$ cat config.mk
export PLATFORM = sky130hd
export DESIGN_NAME = video_timing_ctrl_flat
export DESIGN_NICKNAME = d
export VERILOG_FILES = /design/src/rtl/video_timing_ctrl_if.sv /design/src/rtl/video_timing_ctrl.sv /design/src/flat_wrapper.sv
export SDC_FILE = /design/constraint.sdc
export NUM_CORES = 1
export LEC_CHECK = 0
export BUFFER_PORTS_ARGS = -buffer_cell sky130_fd_sc_hd__buf_2
export CORE_UTILIZATION = 45
export CTS_CLUSTER_SIZE = 20
export DETAILED_ROUTE_END_ITERATION = 10
export PLACE_DENSITY = 0.74
export SYNTH_ARGS = -nofsm -noshare
export SYNTH_HDL_FRONTEND = slang
export SYNTH_SLANG_ARGS = --single-unit
$ cat constraint.sdc
create_clock -name clk -period 2.05 [get_ports clk]
set_input_delay 0.1025 -clock clk [delete_from_list [all_inputs] [get_ports clk]]
set_output_delay 0.1025 -clock clk [all_outputs]
set_load 0.02 [all_outputs]
$ cat src/rtl/video_timing_ctrl_if.sv
`default_nettype none
// ============================================================================
// Module   : video_timing_ctrl_if
// Brief    : Pixel-source valid/ready handshake between upstream and scan-out.
// Revision : 1.0
// ============================================================================
interface video_timing_ctrl_if;
    logic       pix_valid;
    logic [3:0] pix_data;
    logic       pix_ready;

    modport master (
        output pix_valid,
        output pix_data,
        input  pix_ready
    );

    modport slave (
        input  pix_valid,
        input  pix_data,
        output pix_ready
    );
endinterface
`default_nettype wire

$ cat src/rtl/video_timing_ctrl.sv
`default_nettype none
// ============================================================================
// Module   : video_timing_ctrl
// Brief    : Line/frame scan-out scheduler driving the 4-bit video DAC.
// Revision : 1.0
// ============================================================================
module video_timing_ctrl #(
    parameter int unsigned H_TOTAL        = 1016,
    parameter int unsigned H_SYNC         = 75,
    parameter int unsigned H_BACK         = 120,
    parameter int unsigned H_ACTIVE       = 800,
    parameter int unsigned V_TOTAL        = 262,
    parameter int unsigned V_SYNC         = 3,
    parameter int unsigned V_ACTIVE_START = 20,
    parameter int unsigned V_ACTIVE       = 240,
    parameter logic [3:0]  SYNC_LEVEL     = 4'd0,
    parameter logic [3:0]  BLANK_LEVEL    = 4'd3,
    parameter logic [3:0]  BLACK_LEVEL    = 4'd4
) (
    input  wire logic                clk,
    input  wire logic                NRST,
    input  wire logic                pll_lock,
    input  wire logic                enable,
    video_timing_ctrl_if.slave       pix,
    output      logic [3:0]          vdac_out,
    output      logic                vdac_oe,
    output      logic                line_start,
    output      logic                frame_start,
    output      logic                underrun,
    input  wire logic                underrun_clr
);

    localparam int HW = (H_TOTAL > 1) ? $clog2(H_TOTAL) : 1;
    localparam int VW = (V_TOTAL > 1) ? $clog2(V_TOTAL) : 1;

    localparam logic [HW-1:0] c_h_last       = HW'(H_TOTAL - 1);
    localparam logic [HW-1:0] c_h_back_start = HW'(H_SYNC);
    localparam logic [HW-1:0] c_h_act_start  = HW'(H_SYNC + H_BACK);
    localparam logic [HW-1:0] c_h_front_start= HW'(H_SYNC + H_BACK + H_ACTIVE);
    localparam logic [HW-1:0] c_h_broad_end  = HW'(H_TOTAL - H_SYNC);
    localparam logic [VW-1:0] c_v_last       = VW'(V_TOTAL - 1);
    localparam logic [VW-1:0] c_v_sync_end   = VW'(V_SYNC);
    // One spare bit so an active window ending exactly at V_TOTAL still compares.
    localparam logic [VW:0]   c_v_act_start  = (VW+1)'(V_ACTIVE_START);
    localparam logic [VW:0]   c_v_act_end    = (VW+1)'(V_ACTIVE_START + V_ACTIVE);

    typedef enum logic [2:0] {
        ST_IDLE   = 3'd0,
        ST_HSYNC  = 3'd1,
        ST_BACK   = 3'd2,
        ST_ACTIVE = 3'd3,
        ST_FRONT  = 3'd4
    } state_t;

    state_t          state_q, state_d;
    logic [HW-1:0]   h_q, h_d;
    logic [VW-1:0]   v_q, v_d;
    logic            stop_req_q, stop_req_d;
    logic            pix_ready_q, pix_ready_d;
    logic            line_start_q, line_start_d;
    logic            frame_start_q, frame_start_d;
    logic [3:0]      vdac_out_q, vdac_out_d;
    logic            vdac_oe_q, vdac_oe_d;
    logic            underrun_q, underrun_d;

    logic            w_frame_end;
    logic [3:0]      w_pix_clamped;

    function automatic state_t phase_of(input logic [HW-1:0] h);
        if (h < c_h_back_start)       return ST_HSYNC;
        else if (h < c_h_act_start)   return ST_BACK;
        else if (h < c_h_front_start) return ST_ACTIVE;
        else                          return ST_FRONT;
    endfunction

    function automatic logic line_active(input logic [VW-1:0] v);
        return ({1'b0, v} >= c_v_act_start) && ({1'b0, v} < c_v_act_end);
    endfunction

    assign w_frame_end   = (h_q == c_h_last) && (v_q == c_v_last);
    assign w_pix_clamped = (pix.pix_data > BLACK_LEVEL) ? pix.pix_data : BLACK_LEVEL;

    // Timing front end: next position, phase and the per-position strobes.
    always_comb begin
        state_d       = state_q;
        h_d           = h_q;
        v_d           = v_q;
        stop_req_d    = stop_req_q;
        pix_ready_d   = 1'b0;
        line_start_d  = 1'b0;
        frame_start_d = 1'b0;

        if (state_q == ST_IDLE) begin
            h_d        = '0;
            v_d        = '0;
            stop_req_d = 1'b0;
            if (pll_lock && enable) begin
                state_d       = ST_HSYNC;
                line_start_d  = 1'b1;
                frame_start_d = 1'b1;
            end
        end else if (!pll_lock || (w_frame_end && (stop_req_q || !enable))) begin
            state_d    = ST_IDLE;
            h_d        = '0;
            v_d        = '0;
            stop_req_d = 1'b0;
        end else begin
            // A stop request is latched so re-enabling mid-frame cannot cancel it.
            stop_req_d = stop_req_q || !enable;
            if (h_q == c_h_last) begin
                h_d = '0;
                v_d = (v_q == c_v_last) ? '0 : v_q + 1'b1;
            end else begin
                h_d = h_q + 1'b1;
            end
            state_d       = phase_of(h_d);
            line_start_d  = (h_d == '0);
            frame_start_d = (h_d == '0) && (v_d == '0);
            pix_ready_d   = (state_d == ST_ACTIVE) && line_active(v_d);
        end
    end

    // Output stage: level for the current position, visible one cycle later.
    always_comb begin
        vdac_out_d = BLANK_LEVEL;
        vdac_oe_d  = 1'b0;
        underrun_d = (pix_ready_q && !pix.pix_valid) || (underrun_q && !underrun_clr);

        if ((state_q != ST_IDLE) && pll_lock) begin
            vdac_oe_d = 1'b1;
            if (v_q < c_v_sync_end) begin
                vdac_out_d = (h_q < c_h_broad_end) ? SYNC_LEVEL : BLANK_LEVEL;
            end else begin
                case (state_q)
                    ST_HSYNC:  vdac_out_d = SYNC_LEVEL;
                    ST_ACTIVE: begin
                        if (pix_ready_q) begin
                            vdac_out_d = pix.pix_valid ? w_pix_clamped : BLACK_LEVEL;
                        end
                    end
                    default:   vdac_out_d = BLANK_LEVEL;
                endcase
            end
        end
    end

    always_ff @(posedge clk or negedge NRST) begin
        if (!NRST) begin
            state_q       <= ST_IDLE;
            h_q           <= '0;
            v_q           <= '0;
            stop_req_q    <= 1'b0;
            pix_ready_q   <= 1'b0;
            line_start_q  <= 1'b0;
            frame_start_q <= 1'b0;
            vdac_out_q    <= BLANK_LEVEL;
            vdac_oe_q     <= 1'b0;
            underrun_q    <= 1'b0;
        end else begin
            state_q       <= state_d;
            h_q           <= h_d;
            v_q           <= v_d;
            stop_req_q    <= stop_req_d;
            pix_ready_q   <= pix_ready_d;
            line_start_q  <= line_start_d;
            frame_start_q <= frame_start_d;
            vdac_out_q    <= vdac_out_d;
            vdac_oe_q     <= vdac_oe_d;
            underrun_q    <= underrun_d;
        end
    end

    assign pix.pix_ready = pix_ready_q;
    assign line_start    = line_start_q;
    assign frame_start   = frame_start_q;
    assign vdac_out      = vdac_out_q;
    assign vdac_oe       = vdac_oe_q;
    assign underrun      = underrun_q;

endmodule
`default_nettype wire

$ cat src/flat_wrapper.sv
// flat-port wrapper written by rule: the top's interface ports become plain ports
module video_timing_ctrl_flat 
#(
    parameter int unsigned H_TOTAL        = 1016,
    parameter int unsigned H_SYNC         = 75,
    parameter int unsigned H_BACK         = 120,
    parameter int unsigned H_ACTIVE       = 800,
    parameter int unsigned V_TOTAL        = 262,
    parameter int unsigned V_SYNC         = 3,
    parameter int unsigned V_ACTIVE_START = 20,
    parameter int unsigned V_ACTIVE       = 240,
    parameter logic [3:0]  SYNC_LEVEL     = 4'd0,
    parameter logic [3:0]  BLANK_LEVEL    = 4'd3,
    parameter logic [3:0]  BLACK_LEVEL    = 4'd4
)
  (clk, NRST, pll_lock, enable, vdac_out, vdac_oe, line_start, frame_start, underrun, underrun_clr, pix_pix_valid, pix_pix_data, pix_pix_ready);
  video_timing_ctrl_if pix_i ();
  input  wire logic clk;
  input  wire logic NRST;
  input  wire logic pll_lock;
  input  wire logic enable;
  output      logic [3:0] vdac_out;
  output      logic vdac_oe;
  output      logic line_start;
  output      logic frame_start;
  output      logic underrun;
  input  wire logic underrun_clr;
  input wire logic [$bits(pix_i.pix_valid)-1:0] pix_pix_valid;
  input wire logic [$bits(pix_i.pix_data)-1:0] pix_pix_data;
  output wire logic [$bits(pix_i.pix_ready)-1:0] pix_pix_ready;
  assign pix_i.pix_valid = pix_pix_valid;
  assign pix_i.pix_data = pix_pix_data;
  assign pix_pix_ready = pix_i.pix_ready;
  video_timing_ctrl #(.H_TOTAL(H_TOTAL), .H_SYNC(H_SYNC), .H_BACK(H_BACK), .H_ACTIVE(H_ACTIVE), .V_TOTAL(V_TOTAL), .V_SYNC(V_SYNC), .V_ACTIVE_START(V_ACTIVE_START), .V_ACTIVE(V_ACTIVE), .SYNC_LEVEL(SYNC_LEVEL), .BLANK_LEVEL(BLANK_LEVEL), .BLACK_LEVEL(BLACK_LEVEL)) u_core (.clk(clk), .NRST(NRST), .pll_lock(pll_lock), .enable(enable), .pix(pix_i), .vdac_out(vdac_out), .vdac_oe(vdac_oe), .line_start(line_start), .frame_start(frame_start), .underrun(underrun), .underrun_clr(underrun_clr));
endmodule
# After elaboration in Yosys (flattened, before gate mapping)
# Cells that the tools add are included.
# op_classes
magnitude_cmp	8
n_mux	36
n_eq_ne	6
reduce_logical	20
n_addsub	2
# ops
op	n
2-to-1 mux 9 bit	6
2-to-1 mux 10 bit	5
2-to-1 mux 3 bit	8
< comparator 10 bit, second input constant	2
2-to-1 mux 4 bit	5
adder 10 x 1 -> 10 bit, second input constant	1
== test 10 bit, second input constant	1
logical NOT 10 bit	1
< comparator 10 x 7 -> 1 bit, second input constant	1
< comparator 10 x 8 -> 1 bit, second input constant	1
2-to-1 mux 1 bit	10
adder 9 x 1 -> 9 bit, second input constant	1
== test 9 bit, second input constant	1
greater-or-equal comparator 9 x 5 -> 1 bit, second input constant	1
logical AND 1 bit	9
logical NOT 9 bit	1
< comparator 9 x 2 -> 1 bit, second input constant	1
< comparator 9 bit, second input constant	1
one-hot mux 4 bit (2 select lines)	1
== test 3 x 2 -> 1 bit, second input constant	2
> comparator 4 x 3 -> 1 bit, second input constant	1
logical NOT 1 bit	4
== test 3 x 1 -> 1 bit, second input constant	1
logical NOT 3 bit	1
other kinds (4)	6
# totals
reg_bits	32
input_bits	10
word_cells	82
out_inout_bits	9

# Longest topological paths before layout
# Gate-level depths: netlist of the first run.
# logic_depth
depth_word	16
mapped_depth	10

# Least setup slack after synthesis of the first run
# OpenSTA, ideal clock, no wires.
# synth_timing
path_kind	register to register
from	reg u_core.h_q[0]
to	reg u_core.pix_ready_q, in the netlist u_core.pix.pix_ready
arrival_ns	2.052
path_slack_ns	-0.089
synth_period_minus_slack_ns	2.139
setup_ns	0.087
stages_incl_launch_ff	9
path_buffers	1
path_cell_list	dfrtp_1 -> ha_1 -> buf_6 -> nand3b_1 -> or4_4 -> a32o_1 -> or2_0 -> a21o_1 -> a211oi_2
# synth_between
elab_chain_len	14
elab_cells_between_ends	26
cone_classes	1 x add/sub; 5 x order compare; 2 x eq/ne; 13 x mux; 5 x reduce/logical
# synth_lines
item	line_no	text
from (decl)	video_timing_ctrl.sv:56	logic [HW-1:0] h_q, h_d;
from (signal assigned)	video_timing_ctrl.sv:150	h_q <= '0;
from (signal assigned)	video_timing_ctrl.sv:161	h_q <= h_d;
adder 10 x 1 -> 10 bit or == test 10 bit (tied branches)	video_timing_ctrl.sv:114, video_timing_ctrl.sv:80, video_timing_ctrl.sv:110	
2-to-1 mux 10 bit	video_timing_ctrl.sv:110	if (h_q == c_h_last) begin
2-to-1 mux 10 bit	video_timing_ctrl.sv:102	end else if (!pll_lock || (w_frame_end && (stop_req_q || !enable))) begin
2-to-1 mux 10 bit	video_timing_ctrl.sv:93	if (state_q == ST_IDLE) begin
< comparator 10 bit	video_timing_ctrl.sv:72	else if (h < c_h_front_start) return ST_ACTIVE;
2-to-1 mux 3 bit	video_timing_ctrl.sv:72	
2-to-1 mux 3 bit	video_timing_ctrl.sv:71	else if (h < c_h_act_start) return ST_BACK;
2-to-1 mux 3 bit	video_timing_ctrl.sv:70	if (h < c_h_back_start) return ST_HSYNC;
2-to-1 mux 3 bit	video_timing_ctrl.sv:102	
2-to-1 mux 3 bit	video_timing_ctrl.sv:93	
== test 3 x 2 -> 1 bit	video_timing_ctrl.sv:119	pix_ready_d = (state_d == ST_ACTIVE) && line_active(v_d);
logical AND 1 bit	video_timing_ctrl.sv:119	
2-to-1 mux 1 bit *	video_timing_ctrl.sv:102	
2-to-1 mux 1 bit *	video_timing_ctrl.sv:93	
net u_core.pix_ready_d	video_timing_ctrl.sv:59	logic pix_ready_q, pix_ready_d;
to (signal assigned)	video_timing_ctrl.sv:164	pix_ready_q <= pix_ready_d;
to (decl)	video_timing_ctrl.sv:59	
# The timed path passes the listed nets; every way through them passes the cells marked *. The select of a mux whose other input is x is not followed.
# A chain may end at the register's enable or synchronous reset.

# Final worst setup path of the first run
# layout_timing
from	reg u_core.h_q[1]
to	reg u_core.pix_ready_q, in the netlist u_core.pix.pix_ready
# The elaborated chain is that of the path after synthesis.

==> run_results.csv, run 1 <==
group,metric,value,unit
run_status,status,"complete, but fails checks",
run_status,violations,"negative setup slack",
logic_synthesis,syn_area,2046,µm²
detailed_routing,drtPass1Iterations,4,
cells_and_area,post-route-util,0.6161,
place,dp_slack,-0.1055,ns
sta,finalCriticalPeriod,2.106,ns
power,leakage,0.001169,µW
logic_synthesis,syn-instance-count,225,
cts,htree_levels,2,
logic_synthesis,synth_edf_count,0,
power,total_power,1358,µW
detailed_routing,wl_met1,2353,µm
cells_and_area,fin_cells,343,
cells_and_area,layout-drive-gt1-share,0.3574,
detailed_routing,routed.top_layer,"met4",
floorplanning,core,4354,µm²
detailed_routing,wl_per_cell,15.09,µm
cts,root_buffer,"clkbuf_8",
logic_synthesis,ys_seq_area_frac,0.3927,
critical_path,cp.required,2.26,ns
cells_and_area,n_fill_cell,349,
cells_and_area,final_cell_mix,"buf_4 (49), dfrtp_1 (28), nor2_1 (26)",
cells_and_area,num_antenna_cells,0,
logic_synthesis,ys_seq_elements,32,
cells_and_area,fin_nets,305,
cts,cts_tree,"yes",
grt,grt_pass1_wl,8714,µm
power,p_per_area,506.3,nW/µm²
detailed_routing,viasPerCell,5.601,
detailed_routing,drtIter0Drc,150,
logic_synthesis,async_flop_share,1.000,
place,dp.final_hpwl,3799,µm
critical_path,endpoint_kind,"flip-flop",
critical_path,path_buf_inv,0,
sta,slew-limit-headroom,0.5222,
grt,first_global_vias,1902,
sta,finalHoldViolCount,0,
place,dp_cells,331,
sta,final.setup_skew,0.004141,ns
grt,grt_start_max_net_pins,33,
detailed_routing,routed_wl,5177,µm
sta,tns,-0.05615,ns
cells_and_area,final_common_cell,"buf_4",
place,numPortBuffers,18,
critical_path,crit_type,"reg -> reg",
detailed_routing,drc_errors,0,
grt,grt-ovfl-total,0,
floorplanning,start_util,0.4698,
sta,rsz0062_at_grt,"true",
floorplanning,rows,24,
grt,grtUsageTotal,0.2280,
cts,insertion_delay,0.29,ns
cts,clkSlewWorstSetupHoldPaths,0.07,ns
sta,worst_pin_slew,0.7167,ns
critical_path,worst_path_max_delay_cell,"or4_4",
critical_path,max_stage_delay,0.46,ns
cts,ctsLongestPathBuffers,2,
logic_synthesis,yosysWarnings,0,
grt,antenna_found_initial,0,
sta,finalSetupViolCount,1,
critical_path,timing.critical_path.cells,"ha_4, nand3b_1, or4_4, a32o_2, or2_0, a21o_1, a211oi_2",
sta,slew_viol_final,0,
critical_path,cp-start-kind,"flip-flop",
logic_synthesis,synth_ff_type,"dfrtp_1",
power,irDropWorstVdd,359.2,µV
logic_synthesis,syn_nets,240,
critical_path,cp.arrival,2.31,ns
floorplanning,die_h,69.43,µm
logic_synthesis,synth_cell_type_count,60,
cells_and_area,area_growth_syn_to_layout,31.13,%
floorplanning,die_area,4820,µm²
critical_path,crit_family,"simple AND/OR/NAND/NOR gates",
floorplanning,die_w,69.43,µm
place,place_congestion,0.8759,
detailed_routing,antenna_left,0,
detailed_routing,met2WireLength,2586,µm
run,cap_violations,0,
cts,clock_sinks,32,
floorplanning,io_pins,19,
sta,period_share,1.027,
detailed_routing,wl_met3,185,µm
worst_hold_path,hold_class,"in -> reg",
critical_path,worst-path-max-fanout,5,
logic_synthesis,avgSynthCellArea,9.092,µm²
sta,fmax,0.4748,GHz
detailed_routing,dr_total_vias,1921,
cts,numCtsBuffers,5,
sta,worst_slack,-0.05615,ns
## worst min-delay path: stages
cell and delay, ns:
buf_2 0.11, nand2_1 0.07, nor2_1 0.04
## final timing paths
check / from / end / slack (ns) / cells after the start
min in group asynchronous: NRST / u_core.v_q[7]$_DFF_PN0_ / 0.41 / 2
min: pix_pix_data[3] / u_core.vdac_out[3]$_DFF_PN0_ / 0.07 / 3
max reg2reg: u_core.h_q[1]$_DFF_PN0_ / u_core.pix.pix_ready$_DFF_PN0_ / -0.06 / 7
max in group asynchronous: NRST / u_core.h_q[3]$_DFF_PN0_ / 1.14 / 2
min reg2reg: u_core.underrun$_DFF_PN0_ / u_core.underrun$_DFF_PN0_ / 0.53 / 2
max: u_core.h_q[1]$_DFF_PN0_ / u_core.pix.pix_ready$_DFF_PN0_ / -0.06 / 7
## synthesized netlist by cell type (2+ instances only)
| cell | instances | area, µm² |
|---|---|---|
| a211o_1 | 3 | 26.28 |
| a21o_1 | 3 | 22.52 |
| a21oi_1 | 12 | 60.06 |
| a221oi_1 | 2 | 17.52 |
| a31oi_1 | 2 | 12.51 |
| and2_1 | 7 | 43.79 |
| and3_1 | 2 | 12.51 |
| buf_2 | 5 | 25.02 |
| buf_6 | 3 | 33.78 |
| clkbuf_1 | 2 | 7.510 |
| dfrtp_1 | 30 | 750.7 |
| dfstp_2 | 2 | 52.55 |
| ha_1 | 5 | 62.56 |
| inv_1 | 9 | 33.78 |
| nand2_1 | 12 | 45.04 |
| nand2b_1 | 4 | 25.02 |
| nand3_1 | 13 | 65.06 |
| nand4_1 | 4 | 25.02 |
| nand4b_1 | 2 | 17.52 |
| nor2_1 | 26 | 97.59 |
| nor2b_1 | 3 | 18.77 |
| nor3_1 | 10 | 50.05 |
| nor4_1 | 2 | 12.51 |
| o211ai_1 | 2 | 15.01 |
| o21a_1 | 2 | 15.01 |
| o21ai_0 | 9 | 45.04 |
| o21ai_1 | 2 | 10.01 |
| o32ai_1 | 3 | 26.28 |
| or2_1 | 2 | 12.51 |
| or3_1 | 5 | 31.28 |
| or4_4 | 2 | 22.52 |
| xnor2_1 | 6 | 52.55 |
| xor2_1 | 2 | 17.52 |
## flip-flops by register name, indices dropped and copies added, names as in the netlist, 3 cells and up
name,count
u_core.h_q,10
u_core.v_q,9
u_core.state_q,3
u_core.vdac_out,4
## per-layer routing
layer / GRT usage / up-vias
met3: 0.04070 / 9
li1: - / 948
met5: 0 / -
met1: 0.2939 / 927
met4: 0.06576 / 0
met2: 0.3905 / 37
## per-stage QoR
step	cell area, µm²	hold slack (ns)
after floorplan	2064	-0.1931
after global placement	2465	0.1904
after detailed placement	2465	0.2014
after CTS	2654	0.06106
after global routing	2683	0.07334
final	2683	0.06845
## cells by family (layout without fill, tap and decap cells)
logic type,after synthesis,after routing,share of synthesized area
compound gates,55,55,0.1890
xor+xnor,8,8,0.03425
fa+ha+maj,5,5,0.03058
buf+inv,21,87,0.07155
flops,32,32,0.3927
simple gates,104,104,0.2820
## cell type report
class | count | area, µm² | share of cell area
Multi-Input combinational cell | 172 | 1181 | 0.4403
Sequential cell | 32 | 805.8 | 0.3004
Timing Repair Buffer | 70 | 489.2 | 0.1824
Clock buffer | 6 | 72.57 | 0.02705
Tap cell | 52 | 65.06 | 0.02425
Clock inverter | 2 | 35.03 | 0.01306
Inverter | 9 | 33.78 | 0.01259
## repair_timing
action                                  CTS  global route
cloned                                    0             0
pin swaps                                 3             1
resized for setup                         9             9
hold buffers                              2             0
setup buffers                             2             0
endpoints found under the hold margin    31             0
endpoints found under the setup margin    4             5
## power by group
| part | switching (µW) | internal [µW] |
|---|---|---|
| logic | 65.6 | 37.5 |
| clock network | 244 | 361 |
| registers | 4.81 | 646 |
| total | 315 | 1040 |
(Power assumes the default switching activity.)
==> run 2: changes to the inputs <==
Settings changed: SETUP_SLACK_MARGIN set to 0.1.
==> run 2 against run 1 <==
Critical path type unchanged. Setup slack got worse by 0.044 ns. Largest power group is now clock. Sequential power hardly changed. Maximum frequency is 2.0% lower. Register-to-register slack worse by 0.04 ns. Design area increased by 1.2%. Core utilization up 0.72 points. Via count up 2.7%. Total power rose by 5.1%. Worst hold slack worse by 0.0056 ns. Cell count decreased by 1.7%. Die area is the same. The run still ends with negative setup slack left. Critical path depth grew 2.
==> run_results.csv, run 2 (synthesis gave the netlist of run 1 again) <==
group,metric,value,unit
critical_path,cp-start-kind,"flip-flop",
cts,htree_levels,2,
cells_and_area,regMostFlops,"u_core.h_q",
cells_and_area,num_antenna_cells,0,
grt,grt_start_max_net_pins,33,
cells_and_area,final_cell_mix,"buf_4 (43), dfrtp_1 (28), nor2_1 (26)",
cts,cts_tree,"yes",
sta,finalCriticalPeriod,2.150,ns
sta,rsz0062_at_grt,"true",
critical_path,path_common_cell,"buf_4",
floorplanning,die_w,69.43,µm
floorplanning,rows,24,
cts,numCtsBuffers,5,
critical_path,max_stage_delay,0.41,ns
critical_path,worst_path_max_delay_cell,"dfrtp_1",
detailed_routing,antenna_left,0,
critical_path,crit_family,"simple AND/OR/NAND/NOR gates",
floorplanning,core,4354,µm²
power,total_power,1427,µW
critical_path,crit_start,"u_core.h_q[0]$_DFF_PN0_",
grt,grt-ovfl-total,0,
cts,clkSlewWorstSetupHoldPaths,0.06,ns
floorplanning,die_area,4820,µm²
floorplanning,start_util,0.4698,
cts,clock_sinks,32,
place,place_congestion,0.8558,
place,dp.final_hpwl,3676,µm
power,irDropWorstVdd,546.8,µV
sta,worst_slack,-0.09970,ns
detailed_routing,dr_total_vias,1973,
cells_and_area,largest_reg_flops,10,
power,leakage,0.001201,µW
critical_path,timing.critical_path.cells,"buf_4, nand4_2, buf_4, nor3_1, o21ai_2, buf_4, nand4b_1, buf_4, nor2b_1",
sta,slew-limit-headroom,0.5175,
floorplanning,io_pins,19,
detailed_routing,drtPass1Iterations,5,
cells_and_area,layout-drive-gt1-share,0.3649,
grt,grt_pass1_wl,8866,µm
detailed_routing,wl_per_cell,16.32,µm
power,seqPwrFrac,0.457,
critical_path,cp.required,2.22,ns
run,cap_violations,0,
sta,slew_viol_final,0,
cells_and_area,stdcell_area,2714,µm²
cells_and_area,final_common_cell,"buf_4",
sta,fmax,0.4652,GHz
cells_and_area,post-route-util,0.6233,
sta,hold_slack,0.06287,ns
detailed_routing,drtIter0Drc,236,
critical_path,worst-path-max-fanout,6,
critical_path,worstReg2RegStart,"u_core.h_q[0]$_DFF_PN0_",
floorplanning,die_h,69.43,µm
critical_path,endpoint_kind,"flip-flop",
sta,period_share,1.049,
critical_path,cp.arrival,2.32,ns
sta,worst_pin_slew,0.7238,ns
cts,root_buffer,"clkbuf_8",
detailed_routing,viasPerCell,5.855,
power,swShare,0.2204,
cells_and_area,fin_nets,299,
worst_hold_path,hold_class,"in -> reg",
run_status,violations,"negative setup slack",
critical_path,r2r_slack,-0.1,ns
cts,insertion_delay,0.30,ns
grt,antenna_found_initial,0,
critical_path,reg2regPathDepth,9,
critical_path,reg2reg_to,"u_core.state_q[1]$_DFFE_PN0P_",
critical_path,path_buf_inv,4,
place,place_area,2410,µm²
run_status,status,"complete, but fails checks",
grt,grtUsageTotal,0.2386,
sta,finalSetupViolCount,5,
detailed_routing,drc_errors,0,
critical_path,crit_path_end,"u_core.state_q[1]$_DFFE_PN0P_",
power,p_per_area,525.9,nW/µm²
power,p_int,1113,µW
cts,ctsLongestPathBuffers,2,
power,power_frac_comb,0.073,
place,numPortBuffers,18,
power,switchingPower,314.6,µW
power,power.share.clock,0.470,
critical_path,crit_cells,9,
critical_path,crit_type,"reg -> reg",
cells_and_area,area_growth_syn_to_layout,32.66,%
detailed_routing,routed_wl,5501,µm
grt,first_global_vias,1903,
sta,finalHoldViolCount,0,
sta,final.setup_skew,0.007301,ns
[run 2: cell count changes in the layout (fill, tap and decap cells not counted), sizes merged]
cell	before	now
buf	68	62
clkbuf	6	7
clkinv	1	0
[run 2: repair_timing]
item / in CTS / in global routing
buffers inserted: 3 / 2
hold buffers: 2 / 0
cloned: 0 / 0
endpoints found under the hold margin: 31 / 0
pin swaps: 7 / 8
setup endpoints to repair: 7 / 10
gates resized for setup: 11 / 14
[run 2: worst min path at each step]
stage	start	depth (start not counted)	to
2_1_floorplan	NRST	0	u_core.frame_start$_DFF_PN0_
3_3_place_gp	NRST	1	u_core.v_q[5]$_DFF_PN0_
3_5_place_dp	NRST	1	u_core.v_q[7]$_DFF_PN0_
4_1_cts	pix_pix_valid	2	u_core.underrun$_DFF_PN0_
5_1_grt	pix_pix_valid	2	u_core.underrun$_DFF_PN0_
6_report	pix_pix_valid	2	u_core.underrun$_DFF_PN0_
[run 2: power groups by stage]
| stage | registers (µW) | logic (µW) | clock network, µW |
|---|---|---|---|
| finish | 652 | 105 | 671 |
| global route | 652 | 116 | 700 |
| floorplan | 673 | 33.6 | 0 |
| detailed placement | 662 | 98.1 | 0 |
| CTS | 651 | 104 | 672 |
| global placement | 661 | 96.8 | 0 |
[run 2: metrics by stage]
step,instances,setup TNS [ns],setup WS (ns)
after floorplan,225,-0.1309,-0.08920
after global placement,322,-0.005931,-0.005931
after detailed placement,322,-0.1436,-0.07436
after CTS,335,-0.004712,-0.004712
after global routing,337,-0.6877,-0.1756
final,337,-0.2845,-0.09970
[run 2: area by class of cell]
class                           count  area [µm²]
Sequential cell                    32       805.8
Multi-Input combinational cell    172        1230
Clock inverter                      1       30.03
Inverter                            9       33.78
Tap cell                           52       65.06
Fill cell                         333        1640
Clock buffer                        7       96.34
Timing Repair Buffer               64       452.9
[run 2: layer usage]
metal  track usage  wire length, µm
met1        0.2896             2367
met2        0.4024             2714
met4        0.1088              161
met5             0                0
met3       0.05378              259
